<file path="config.mk">
export PLATFORM = sky130hd
export DESIGN_NAME = alu_4bit
export DESIGN_NICKNAME = d
export VERILOG_FILES = /design/src/rtl/alu4_pkg.sv /design/src/rtl/alu4_addsub.sv /design/src/rtl/alu_4bit.sv
export SDC_FILE = /design/constraint.sdc
export NUM_CORES = 1
export LEC_CHECK = 0
export CAP_MARGIN = 10
export CORE_UTILIZATION = 41
export CTS_CLUSTER_SIZE = 24
export DETAILED_ROUTE_END_ITERATION = 7
export HOLD_SLACK_MARGIN = 0.06
export PLACE_DENSITY_LB_ADDON = 0.15
export SYNTH_ARGS = -nofsm -noshare
export SYNTH_HDL_FRONTEND = slang
export SYNTH_HIERARCHICAL = 1
export SYNTH_SLANG_ARGS = --single-unit
</file>
<file path="constraint.sdc">
create_clock -name clk -period 0.8 [get_ports clk]
set_input_delay 0.08 -clock clk [delete_from_list [all_inputs] [get_ports clk]]
set_output_delay 0.08 -clock clk [all_outputs]
set_load 0.02 [all_outputs]
</file>
<file path="src/rtl/alu4_pkg.sv">
// Shared definitions for the 4-bit ALU: operand width, opcode encodings and
// the packed condition-flag record used by the execution stage.
package alu4_pkg;

   localparam int WIDTH = 4;

   localparam logic [2:0] OP_NOTA = 3'b000;
   localparam logic [2:0] OP_NOTB = 3'b001;
   localparam logic [2:0] OP_AND  = 3'b010;
   localparam logic [2:0] OP_OR   = 3'b011;
   localparam logic [2:0] OP_XOR  = 3'b100;
   localparam logic [2:0] OP_XNOR = 3'b101;
   localparam logic [2:0] OP_ADD  = 3'b110;
   localparam logic [2:0] OP_SUB  = 3'b111;

   typedef struct packed {
      logic c;
      logic n;
      logic z;
      logic v;
   } alu4_flags_t;

endpackage

</file>
<file path="src/rtl/alu4_addsub.sv">
// 4-bit carry-lookahead adder/subtractor shared by ADD and SUB.
// Subtraction is a + ~b + 1: operand B is inverted and the carry-in is 1.
module alu4_addsub
   import alu4_pkg::*;
(
   input  logic [WIDTH-1:0] a,
   input  logic [WIDTH-1:0] b,
   input  logic             sub,
   output logic [WIDTH-1:0] sum,
   output logic             cout,
   output logic             ovf
);

   logic [WIDTH-1:0] b_x;
   logic [WIDTH-1:0] gen;
   logic [WIDTH-1:0] prop;
   logic [WIDTH:0]   cy;

   assign b_x  = b ^ {WIDTH{sub}};
   assign gen  = a & b_x;
   assign prop = a ^ b_x;

   // Every carry is formed directly from generate/propagate terms and the
   // carry-in, so no carry ripples through the lower bit positions.
   assign cy[0] = sub;
   assign cy[1] = gen[0] | (prop[0] & cy[0]);
   assign cy[2] = gen[1] | (prop[1] & gen[0]) | (prop[1] & prop[0] & cy[0]);
   assign cy[3] = gen[2] | (prop[2] & gen[1]) | (prop[2] & prop[1] & gen[0])
                | (prop[2] & prop[1] & prop[0] & cy[0]);
   assign cy[4] = gen[3] | (prop[3] & gen[2]) | (prop[3] & prop[2] & gen[1])
                | (prop[3] & prop[2] & prop[1] & gen[0])
                | (prop[3] & prop[2] & prop[1] & prop[0] & cy[0]);

   assign sum  = prop ^ cy[WIDTH-1:0];
   assign cout = cy[WIDTH];
   // Two's-complement overflow: carry into the sign bit differs from carry out.
   assign ovf  = cy[WIDTH] ^ cy[WIDTH-1];

endmodule

</file>
<file path="src/rtl/alu_4bit.sv">
// 4-bit ALU execution stage: eight logic/arithmetic ops with NZCV flags.
// Default build registers result and flags (1-cycle latency, async reset).
// Define ALU4_BYPASS_EN to remove the output registers; outputs then follow
// a, b and op combinationally and clk/reset are left unused.
module alu_4bit
   import alu4_pkg::*;
(
   input  logic             clk,
   input  logic             reset,
   input  logic [WIDTH-1:0] a,
   input  logic [WIDTH-1:0] b,
   input  logic [2:0]       op,
   output logic [WIDTH-1:0] result,
   output logic             c,
   output logic             n,
   output logic             z,
   output logic             v
);

   logic [WIDTH-1:0] sum_p0;
   logic             cout_p0;
   logic             ovf_p0;
   logic             is_sub_p0;
   logic [WIDTH-1:0] res_p0;
   alu4_flags_t      flags_p0;

   assign is_sub_p0 = (op == OP_SUB);

   alu4_addsub u_addsub (
      .a    (a),
      .b    (b),
      .sub  (is_sub_p0),
      .sum  (sum_p0),
      .cout (cout_p0),
      .ovf  (ovf_p0)
   );

   // Stage p0: operation mux and flag derivation; C and V only for ADD/SUB.
   always_comb begin
      res_p0   = '0;
      flags_p0 = '0;
      unique case (op)
         OP_NOTA: res_p0 = ~a;
         OP_NOTB: res_p0 = ~b;
         OP_AND:  res_p0 = a & b;
         OP_OR:   res_p0 = a | b;
         OP_XOR:  res_p0 = a ^ b;
         OP_XNOR: res_p0 = ~(a ^ b);
         OP_ADD,
         OP_SUB: begin
            res_p0     = sum_p0;
            flags_p0.c = cout_p0;
            flags_p0.v = ovf_p0;
         end
         default: res_p0 = '0;
      endcase
      flags_p0.n = res_p0[WIDTH-1];
      flags_p0.z = (res_p0 == '0);
   end

`ifdef ALU4_BYPASS_EN
   logic unused_clk_rst;
   assign unused_clk_rst = clk ^ reset;

   assign result = res_p0;
   assign c      = flags_p0.c;
   assign n      = flags_p0.n;
   assign z      = flags_p0.z;
   assign v      = flags_p0.v;
`else
   logic [WIDTH-1:0] res_p1;
   alu4_flags_t      flags_p1;

   // Stage p1: capture result and flags; reset clears everything, Z included.
   always_ff @(posedge clk or posedge reset) begin
      if (reset) begin
         res_p1   <= '0;
         flags_p1 <= '0;
      end else begin
         res_p1   <= res_p0;
         flags_p1 <= flags_p0;
      end
   end

   assign result = res_p1;
   assign c      = flags_p1.c;
   assign n      = flags_p1.n;
   assign z      = flags_p1.z;
   assign v      = flags_p1.v;
`endif

endmodule

</file>
==> results.rst, run 1 <==
.. list-table::
   :header-rows: 1

   * - Metric
     - Value
   * - Element type at the critical path end
     - flip-flop
   * - Total power
     - 0.00154 W
   * - Portion of total power attributed to the clock network
     - 19.6%
   * - Sequential area share after synthesis
     - 20.1%
   * - Wire length of the first global-routing pass
     - 3160 microns
   * - Post-synthesis cell count
     - 98
   * - Inserted Clock Buffers
     - 3
   * - Register share of total power
     - 26.9%
   * - Crit-path max FO
     - 4
   * - Synthesis-to-layout area growth
     - 50.4%
   * - Vias in the first global route
     - 777
   * - Worst EP arrival
     - 1.91 ns
   * - Top flip-flop cell by instance count after synthesis
     - sky130_fd_sc_hd__dfrtp_1
   * - Most area-hungry cell type in the Yosys netlist
     - sky130_fd_sc_hd__dfrtp_1
   * - Area share of the leading cell type in the synthesized netlist
     - 20.1%
   * - CTS tree
     - built
   * - Top-level port count
     - 21
   * - Area of the die
     - 0.00232 sq mm
   * - Initial antenna violation count
     - 0
   * - Kind of path behind the tightest hold check
     - input pin to asynchronous set/reset pin
   * - Class of the most critical setup path
     - input pin to flip-flop
   * - Placed instance count
     - 159
   * - CP most frequent cell
     - sky130_fd_sc_hd__xor2_1
   * - Buffers on Ports
     - 20
   * - Total number of clock tree sinks
     - 7
   * - Vias
     - 822
   * - Logic pwr share
     - 53.5%
   * - Setup repair after global routing missed its margin
     - true
   * - Post-CTS Hold Fix Bufs
     - 0
   * - Detail-routed net length per standard cell
     - 11.2 microns
   * - Final wirelength
     - 1880 microns
   * - H-tree depth reported by CTS
     - 1
   * - Worst max-slew margin expressed relative to the limit
     - 79.6%
   * - Highest ir drop seen on vdd
     - 0.764 mV
   * - Startpoint class of the critical path
     - input pin
   * - Chain of cells forming the critical path
     - buf_6 > and3_4 > xor2_1 > ha_1 > a211oi_2 > o21bai_2 > xor2_1 > mux2i_1 > a32oi_1 > o21ai_1 > nand2_1 > buf_4
   * - Post-Syn Nets
     - 123
   * - Post-Layout Cell Count
     - 167
   * - Area of the core
     - 0.00198 sq mm
   * - Min Clock Period, post-route
     - 1.78 ns
   * - # DRC
     - 0
   * - Number of placement rows
     - 16
   * - Pleak
     - 0.686 nW
   * - Power per Cell Area
     - 1180 mW/mm^2
   * - Estimated wirelength of the detail-placed design
     - 1520 microns
   * - Synth Cell Area
     - 872 sq um
   * - Max stage delay on crit path
     - 0.33 ns
   * - CTS clk-pin slew, worst paths
     - 0.05 ns
   * - Detail-routed via count per cell
     - 4.92
   * - Effective utilization at floorplan
     - 44.0%
   * - Nets
     - 166
   * - Initial drt markers
     - 10
   * - Crit share post-route
     - 222%
   * - Worst-case clock buffer depth
     - 2
   * - Data required time at the worst endpoint
     - 0.94 ns
   * - Clock root buffer
     - sky130_fd_sc_hd__clkbuf_4
   * - Die boundary width
     - 48.1 microns
   * - Final worst-path setup slack
     - -0.975 ns
   * - Fmax achieved
     - 563 MHz
   * - Worst-Margin Slew
     - 0.306 ns
   * - Number of synthesized register bits
     - 7
   * - Fraction of power spent switching nets
     - 33.3%
   * - Count of flip-flops with a built-in enable after synthesis
     - 0
   * - Setup-violating endpoint count in the final report
     - 15
   * - Count of max-cap constraint violations
     - 0
   * - Drt first pass iters
     - 5
   * - Die height
     - 48.1 microns
   * - Number of inserted filler cells in the final layout
     - 168
   * - ANT nets after route
     - 0
   * - Yosys cell types
     - 35
   * - Final max-slew violation count
     - 0
   * - Pin count of the biggest net entering global routing
     - 24
   * - Switching component of the power
     - 0.000514 W
   * - Post-synthesis area per instance
     - 8.90 sq um
   * - Total global-route track usage
     - 19.5%
   * - Warnings from Yosys
     - 6
   * - Post-synth ARST share
     - 100%
   * - Overflow after GRT
     - 0
   * - Failing checks
     - setup timing
   * - Cell with the largest stage delay on the worst path
     - sky130_fd_sc_hd__ha_1
   * - Final weighted congestion in routability-driven placement
     - 0.810
   * - Biggest area contributors in the synthesized netlist
     - sky130_fd_sc_hd__dfrtp_1 (20%), sky130_fd_sc_hd__ha_1 (17%), sky130_fd_sc_hd__inv_1 (6.0%)
   * - Final hold violations
     - 0
   * - Highest-count cells in the layout ignoring fill and taps
     - sky130_fd_sc_hd__buf_4 (23), sky130_fd_sc_hd__inv_1 (14), sky130_fd_sc_hd__buf_6 (13)
   * - Fraction of final layout cells with drive strength greater than 1
     - 40.0%
   * - Status
     - complete, but fails checks
   * - # diodes
     - 0
   * - Pint
     - 0.00103 W
   * - Most common library cell in the layout ignoring fill and taps
     - sky130_fd_sc_hd__buf_4
## timing repair
item / in CTS / in global routing
endpoints found under the setup margin: 15 / 15
pin swaps: 11 / 11
buffers inserted: 3 / 2
gates resized for setup: 73 / 3
## metal layers
| layer | track usage, % | up-vias | share of wire (%) |
|---|---|---|---|
| li1 | - | 427 | - |
| met1 | 22.4 | 372 | 42 |
| met2 | 34.9 | 19 | 54 |
| met3 | 3.33 | 4 | 2.9 |
| met4 | 8.89 | 0 | 0.75 |
| met5 | 0 | - | 0 |
## per-stage QoR
stage	hold WS (ns)	setup WS (ns)	utilization, %	TNS [ns]	instance area (sq um)
floorplan	-0.117	-1.32	-	-7.92	910
global route	0.0772	-1.10	66.2	-6.88	1310
finish	0.0636	-0.975	66.2	-5.94	1310
global placement	0.316	-1.54	61.6	-10.90	1220
detailed placement	0.324	-1.64	61.6	-11.41	1220
CTS	0.0644	-1.01	65.2	-5.80	1290
## state kept, by name, summed over array words and instances (netlist names)
name and count:
n 1, result 3, v 1, z 1, c 1
## critical path, delay by kind of cell
kind            cells  cell delay (ns)
compound gates      4             0.53
xor+xnor            2             0.29
fa+ha+maj           1             0.33
simple gates        2             0.28
buf+inv             2             0.23
mux                 1             0.17
## cell type report
cell class	count	area, sq um	area share (%)
multi-input cells	70	619	47.2
repair buffers	45	404	30.8
flip-flops and latches	7	175	13.4
inverters	14	52.6	4.01
well taps	27	33.8	2.58
clock buffers	4	26.3	2.00
## worst max-delay path by stage
stage	depth (start not counted)	startpoint	end
finish	12	op[1]	n
global route	12	op[1]	z
CTS	12	op[2]	z
detailed placement	12	op[1]	z
global placement	12	op[2]	z
floorplan	14	op[2]	z
## synthesized netlist by cell type, types with 2 or more instances
library cell and n:
sky130_fd_sc_hd__inv_1 14, sky130_fd_sc_hd__ha_1 12, sky130_fd_sc_hd__dfrtp_1 7, sky130_fd_sc_hd__nand2_1 6, sky130_fd_sc_hd__xor2_1 6, sky130_fd_sc_hd__nor2_1 4, sky130_fd_sc_hd__o21ai_1 4, sky130_fd_sc_hd__and3_1 3
sky130_fd_sc_hd__buf_2 3, sky130_fd_sc_hd__mux2i_1 3, sky130_fd_sc_hd__a211oi_1 2, sky130_fd_sc_hd__a211oi_2 2, sky130_fd_sc_hd__a21o_2 2, sky130_fd_sc_hd__a21oi_1 2, sky130_fd_sc_hd__a31oi_1 2, sky130_fd_sc_hd__a32oi_1 2
sky130_fd_sc_hd__buf_4 2, sky130_fd_sc_hd__buf_6 2, sky130_fd_sc_hd__nor4_2 2, sky130_fd_sc_hd__o21ai_0 2, sky130_fd_sc_hd__xnor2_1 2
## power by group through the flow
stage	registers, W	clock network (W)	logic [W]
2_1_floorplan	0.000462	0	0.000410
3_3_place_gp	0.000409	0	0.000739
5_1_grt	0.000421	0.000341	0.000912
4_1_cts	0.000415	0.000317	0.000803
6_report	0.000415	0.000303	0.000827
3_5_place_dp	0.000411	0	0.000765
## cells by family (layout without fill, tap and decap cells)
group / after synthesis / count (layout) / share of synthesized area, %
simple gates: 21 / 21 / 15.6
fa+ha+maj: 12 / 12 / 17.2
flops: 7 / 7 / 20.1
mux: 5 / 5 / 6.46
compound gates: 24 / 24 / 20.5
buf+inv: 21 / 63 / 12.1
xor+xnor: 8 / 8 / 8.03
Power figures use the tool's default switching activity.
==> run 2: changes to the inputs <==
--- a/config.mk
+++ b/config.mk
@@ -10,7 +10,8 @@
 export CTS_CLUSTER_SIZE = 24
 export DETAILED_ROUTE_END_ITERATION = 7
 export HOLD_SLACK_MARGIN = 0.06
-export PLACE_DENSITY_LB_ADDON = 0.15
+export PLACE_DENSITY = 0.68
+export SLEW_MARGIN = 10
 export SYNTH_ARGS = -nofsm -noshare
 export SYNTH_HDL_FRONTEND = slang
 export SYNTH_HIERARCHICAL = 1
==> run 2 against run 1 <==
The run still ends with setup timing left. Fmax increased by 0.25%. Sequential power about the same. Flip-flop and latch count unchanged. Clock-buffer cell count unchanged. Wire length decreased by 3.7%. Hold slack improved by 0.0011 ns. Power increased by 0.81%. Via count decreased by 2.2%. Largest cell class unchanged. Highest routed layer is now met3.
==> results.rst, run 2 (synthesis gave the netlist of run 1 again) <==
.. list-table::
   :header-rows: 1

   * - Metric
     - Value
   * - Status
     - complete, but fails checks
   * - Failing checks
     - setup timing
   * - Class of the most critical setup path
     - input pin to flip-flop
   * - Setup-violating endpoint count in the final report
     - 15
   * - Buffers on Ports
     - 20
   * - Fmax achieved
     - 565 MHz
   * - Portion of total power attributed to the clock network
     - 19.9%
   * - Number of placement rows
     - 16
   * - Pin count of the biggest net entering global routing
     - 24
   * - Final worst-path setup slack
     - -0.971 ns
   * - Fraction of power spent switching nets
     - 33.6%
   * - Initial antenna violation count
     - 0
   * - Met3 demand-to-capacity share in global routing
     - 1.11%
   * - Synthesis-to-layout area growth
     - 51.7%
   * - Crit share post-route
     - 221%
   * - Layer carrying the most global-route usage
     - met2
   * - Wire length of the first global-routing pass
     - 2880 microns
   * - Most common library cell in the layout ignoring fill and taps
     - sky130_fd_sc_hd__buf_4
   * - Logic pwr share
     - 53.4%
   * - Final max-slew violation count
     - 0
   * - Register share of total power
     - 26.6%
   * - Pint
     - 0.00103 W
   * - Placed instance count
     - 159
   * - CTS clk-pin slew, worst paths
     - 0.05 ns
   * - Final core utilization
     - 66.7%
   * - Fraction of final layout cells with drive strength greater than 1
     - 41.0%
   * - Switching component of the power
     - 0.000523 W
   * - Register area
     - 175 sq um
   * - Initial drt markers
     - 14
   * - Number of inserted filler cells in the final layout
     - 146
   * - Final wirelength
     - 1810 microns
   * - Worst setup slack before clock tree synthesis
     - -1.60 ns
   * - Inserted Clock Buffers
     - 3
   * - Vias
     - 804
   * - # diodes
     - 0
   * - Met2 capacity usage during global routing
     - 32.2%
   * - Die height
     - 48.1 microns
   * - Kind of path behind the tightest hold check
     - input pin to asynchronous set/reset pin
   * - Startpoint class of the critical path
     - input pin
   * - Clock root buffer
     - sky130_fd_sc_hd__clkbuf_4
   * - CTS tree
     - built
   * - Estimated wirelength of the detail-placed design
     - 1380 microns
   * - Setup TNS Final
     - -5.77 ns
   * - Global-route track usage on met1
     - 21.9%
   * - Effective utilization at floorplan
     - 44.0%
   * - Die boundary width
     - 48.1 microns
   * - ANT nets after route
     - 0
   * - Worst EP arrival
     - 1.92 ns
   * - Min Clock Period, post-route
     - 1.77 ns
   * - Area of the multi-input gates
     - 637 sq um
   * - Final weighted congestion in routability-driven placement
     - 0.773
   * - Final non-filler cell area
     - 0.00132 sq mm
   * - Top-level port count
     - 21
   * - Highest ir drop seen on vdd
     - 0.623 mV
   * - Overflow after GRT
     - 0
   * - Worst-Margin Slew
     - 0.247 ns
   * - Detail-routed net length per standard cell
     - 10.9 microns
   * - Element type at the critical path end
     - flip-flop
   * - Crit-path max FO
     - 4
   * - Total cell area at the placement stage
     - 0.00122 sq mm
   * - Setup repair after global routing missed its margin
     - true
   * - # DRC
     - 0
   * - Nets
     - 165
   * - Detail-routed via count per cell
     - 4.84
   * - Total global-route track usage
     - 17.7%
   * - Area of the die
     - 0.00232 sq mm
   * - Post-CTS Hold Fix Bufs
     - 0
   * - Vias in the first global route
     - 714
   * - Max reg flops
     - 3
   * - Drt first pass iters
     - 4
   * - Highest-count cells in the layout ignoring fill and taps
     - sky130_fd_sc_hd__buf_4 (21), sky130_fd_sc_hd__inv_1 (14), sky130_fd_sc_hd__buf_6 (14)
   * - Power per Cell Area
     - 1180 mW/mm^2
   * - H-tree depth reported by CTS
     - 1
   * - Total number of clock tree sinks
     - 7
   * - Count of max-cap constraint violations
     - 0
   * - Final hold violations
     - 0
   * - Pleak
     - 0.686 nW
   * - Area of the core
     - 0.00198 sq mm
   * - Post-Layout Cell Count
     - 166
   * - Worst max-slew margin expressed relative to the limit
     - 83.4%
   * - Worst-case clock buffer depth
     - 2
   * - Data required time at the worst endpoint
     - 0.95 ns
[run 2: worst max-delay path by stage]
stage          startpoint  endpoint  slack, ns  depth (start not counted)
2_1_floorplan       op[2]         z      -1.32                         14
3_3_place_gp        op[2]         z      -1.57                         13
3_5_place_dp        op[2]         z      -1.60                         12
4_1_cts             op[1]         z      -0.97                         13
5_1_grt             op[1]         n      -1.10                         13
6_report            op[1]         z      -0.97                         11
[run 2: routing by layer]
| metal | part of all wire, % | vias up | wire length, microns |
|---|---|---|---|
| li1 | - | 422 | - |
| met1 | 45 | 364 | 812 |
| met2 | 52 | 18 | 946 |
| met3 | 2.8 | 0 | 50 |
| met4 | 0 | 0 | 0 |
| met5 | 0 | - | 0 |
[run 2: per-stage QoR]
step | power [W] | hold slack, ns
after floorplan | 0.000873 | -0.117
after global placement | 0.00115 | 0.316
after detailed placement | 0.00117 | 0.330
after CTS | 0.00154 | 0.0725
after global routing | 0.00166 | 0.0974
final | 0.00156 | 0.0647
[run 2: timing repair]
action / in CTS / in global routing
setup buffers: 4 / 0
gates resized for setup: 73 / 6
setup endpoints to repair: 15 / 15
pin swaps: 15 / 1
[run 2: cell type report]
type                    instances  area share (%)
clock buffers                   4            1.99
multi-input cells              70            48.2
repair buffers                 44            30.1
inverters                      14            3.97
flip-flops and latches          7            13.2
well taps                      27            2.55
[run 2: worst max-delay path, stage by stage]
cell and delay, ns:
sky130_fd_sc_hd__buf_6 0.09, sky130_fd_sc_hd__and3_4 0.19, sky130_fd_sc_hd__xor2_1 0.14, sky130_fd_sc_hd__ha_1 0.32, sky130_fd_sc_hd__buf_6 0.14, sky130_fd_sc_hd__a21o_2 0.20
sky130_fd_sc_hd__a21oi_2 0.12, sky130_fd_sc_hd__xnor2_1 0.08, sky130_fd_sc_hd__a31oi_1 0.16, sky130_fd_sc_hd__a32oi_1 0.10, sky130_fd_sc_hd__nor4_2 0.29
[run 2: power groups by stage]
stage | Clock [W] | Combinational, W | Sequential (W)
after global placement | 0 | 0.000745 | 0.000410
final | 0.000310 | 0.000832 | 0.000415
after global routing | 0.000329 | 0.000915 | 0.000419
after floorplan | 0 | 0.000410 | 0.000462
after CTS | 0.000321 | 0.000807 | 0.000414
after detailed placement | 0 | 0.000755 | 0.000411
==> RTL edit: new RTL, settings of run 1 <==
`res_p1` no longer has a reset.
--- a/src/rtl/alu_4bit.sv
+++ b/src/rtl/alu_4bit.sv
@@ -75,10 +75,12 @@
    always_ff @(posedge clk or posedge reset) begin
       if (reset) begin
-         res_p1   <= '0;
          flags_p1 <= '0;
       end else begin
-         res_p1   <= res_p0;
          flags_p1 <= flags_p0;
       end
+   end
+
+   always_ff @(posedge clk) begin
+      res_p1 <= res_p0;
    end
 
Function: changed (a bounded check fails within 4 cycles, from zero or initial values and one cycle with reset high).
==> RTL edit against run 1 <==
- the flow still finishes with violations (setup timing)
- setup slack got worse by 11 ps
- utilization is 0.76 points higher
- cell count rose by 1.2%
- first-iteration DRC count up 60%
- wire length is 6.8% higher
- sequential share of layout area is 0.32 points higher
- power is 6.3% higher
- sequential cell count grew 1
- hold slack better by 250 ps
- combinational power rose by 3.7%
- via count increased by 2.2%
- area after synthesis decreased by 0.29%
- design area increased by 1.1%
- synthesized cell count did not move
==> RTL edit: results (changes against run 1) <==
Post-synth ARST share: 50.0% (was 100%)
Post-synthesis sequential area ratio: 20.7% (was 20.1%)
Place WS: -1620 ps (was -1640 ps)
WL met2: 1080 um (was 1010 um)
Met1 Usage GRT: 24.7% (was 22.4%)
Final setup viols: 12 (was 15)
Register cell area after layout: 181 um2 (was 175 um2)
DR vias/cell: 4.97 (was 4.92)
Die area: 2310 um2 (was 2320 um2)
Clk cell area share: 1.98% (was 2.00%)
Vias in the first global route: 763 (was 777)
HPWL after detailed placement: 1460 um (was 1520 um)
Multiplexer share of the synthesized area: 6.47% (was 6.46%)
Met2 usage: 35.4% (was 34.9%)
Drt total wl: 2010 um (was 1880 um)
Fraction of layout cells with a size suffix above 1: 40.8% (was 40.0%)
Slew margin rel.: 82.6% (was 79.6%)
Failing checks: setup timing (unchanged)
Nets@finish: 168 (was 166)
Max reg flops: 4 (was 3)
Global-route wire length before repair: 3220 um (was 3160 um)
Leakage: 0.000685 uW (was 0.000686 uW)
Status: complete, but fails checks (unchanged)
Post-Synth XOR/XNOR Area: 8.06% (was 8.03%)
Synthesized flop and latch total: 8 (was 7)
Adder-Cell Fraction of Synth Area: 17.3% (was 17.2%)
Slack of the critical path: -986 ps (was -975 ps)
Initial DRC Count: 16 (was 10)
CP Capture Point: z (was n)
Setup TNS: -6840 ps (was -5940 ps)
Detailed Routing Iterations Pass 1: 3 (was 5)
Peak supply drop: 759 uV (was 764 uV)
Unique masters post-synth: 36 (was 35)
Gr usage total: 20.0% (was 19.5%)
Top FF cell, synth: dfxtp_1 (was dfrtp_1)
Synth Area in Compound Gates: 20.6% (was 20.5%)
Critical Path Start: op[2] (was op[1])
Final Wtd Congestion: 0.773 (was 0.810)
Signal buffers: 46 (was 45)
Non-clk buf share: 30.5% (was 30.8%)
Area of the multi-input gates: 628 um2 (was 619 um2)
RTL edit: changes by cell type in the layout (fill, tap and decap cells not counted), moves of 2 or more:
cell	run 1	this run
dfxtp_1	0	3
and3_1	2	0
buf_6	13	11
and3_4	1	3
ha_1	10	12
dfrtp_1	7	4
RTL edit: what timing repair did:
action | 4_1_cts | 5_1_grt
gates resized for setup | 63 | 14
pin swaps | 11 | 14
endpoints found under the setup margin | 16 | 15
endpoints found under the hold margin | 4 | 0
buffers inserted | 5 | 0
hold buffers | 1 | 0
RTL edit: per-stage QoR:
| stage | hold slack [ps] | power [uW] | util [%] |
|---|---|---|---|
| final | 317 | 1640 | 66.9 |
| after global routing | 304 | 1770 | 66.9 |
| after global placement | 274 | 1210 | 61.8 |
| after CTS | 300 | 1580 | 64.3 |
| after detailed placement | 273 | 1240 | 61.8 |
| after floorplan | -154 | 919 | - |
RTL edit: report_power, final:
group          total, uW  switching [uW]  internal [uW]
clock network        315             125            190
registers            469            17.5            451
logic                858             395            462
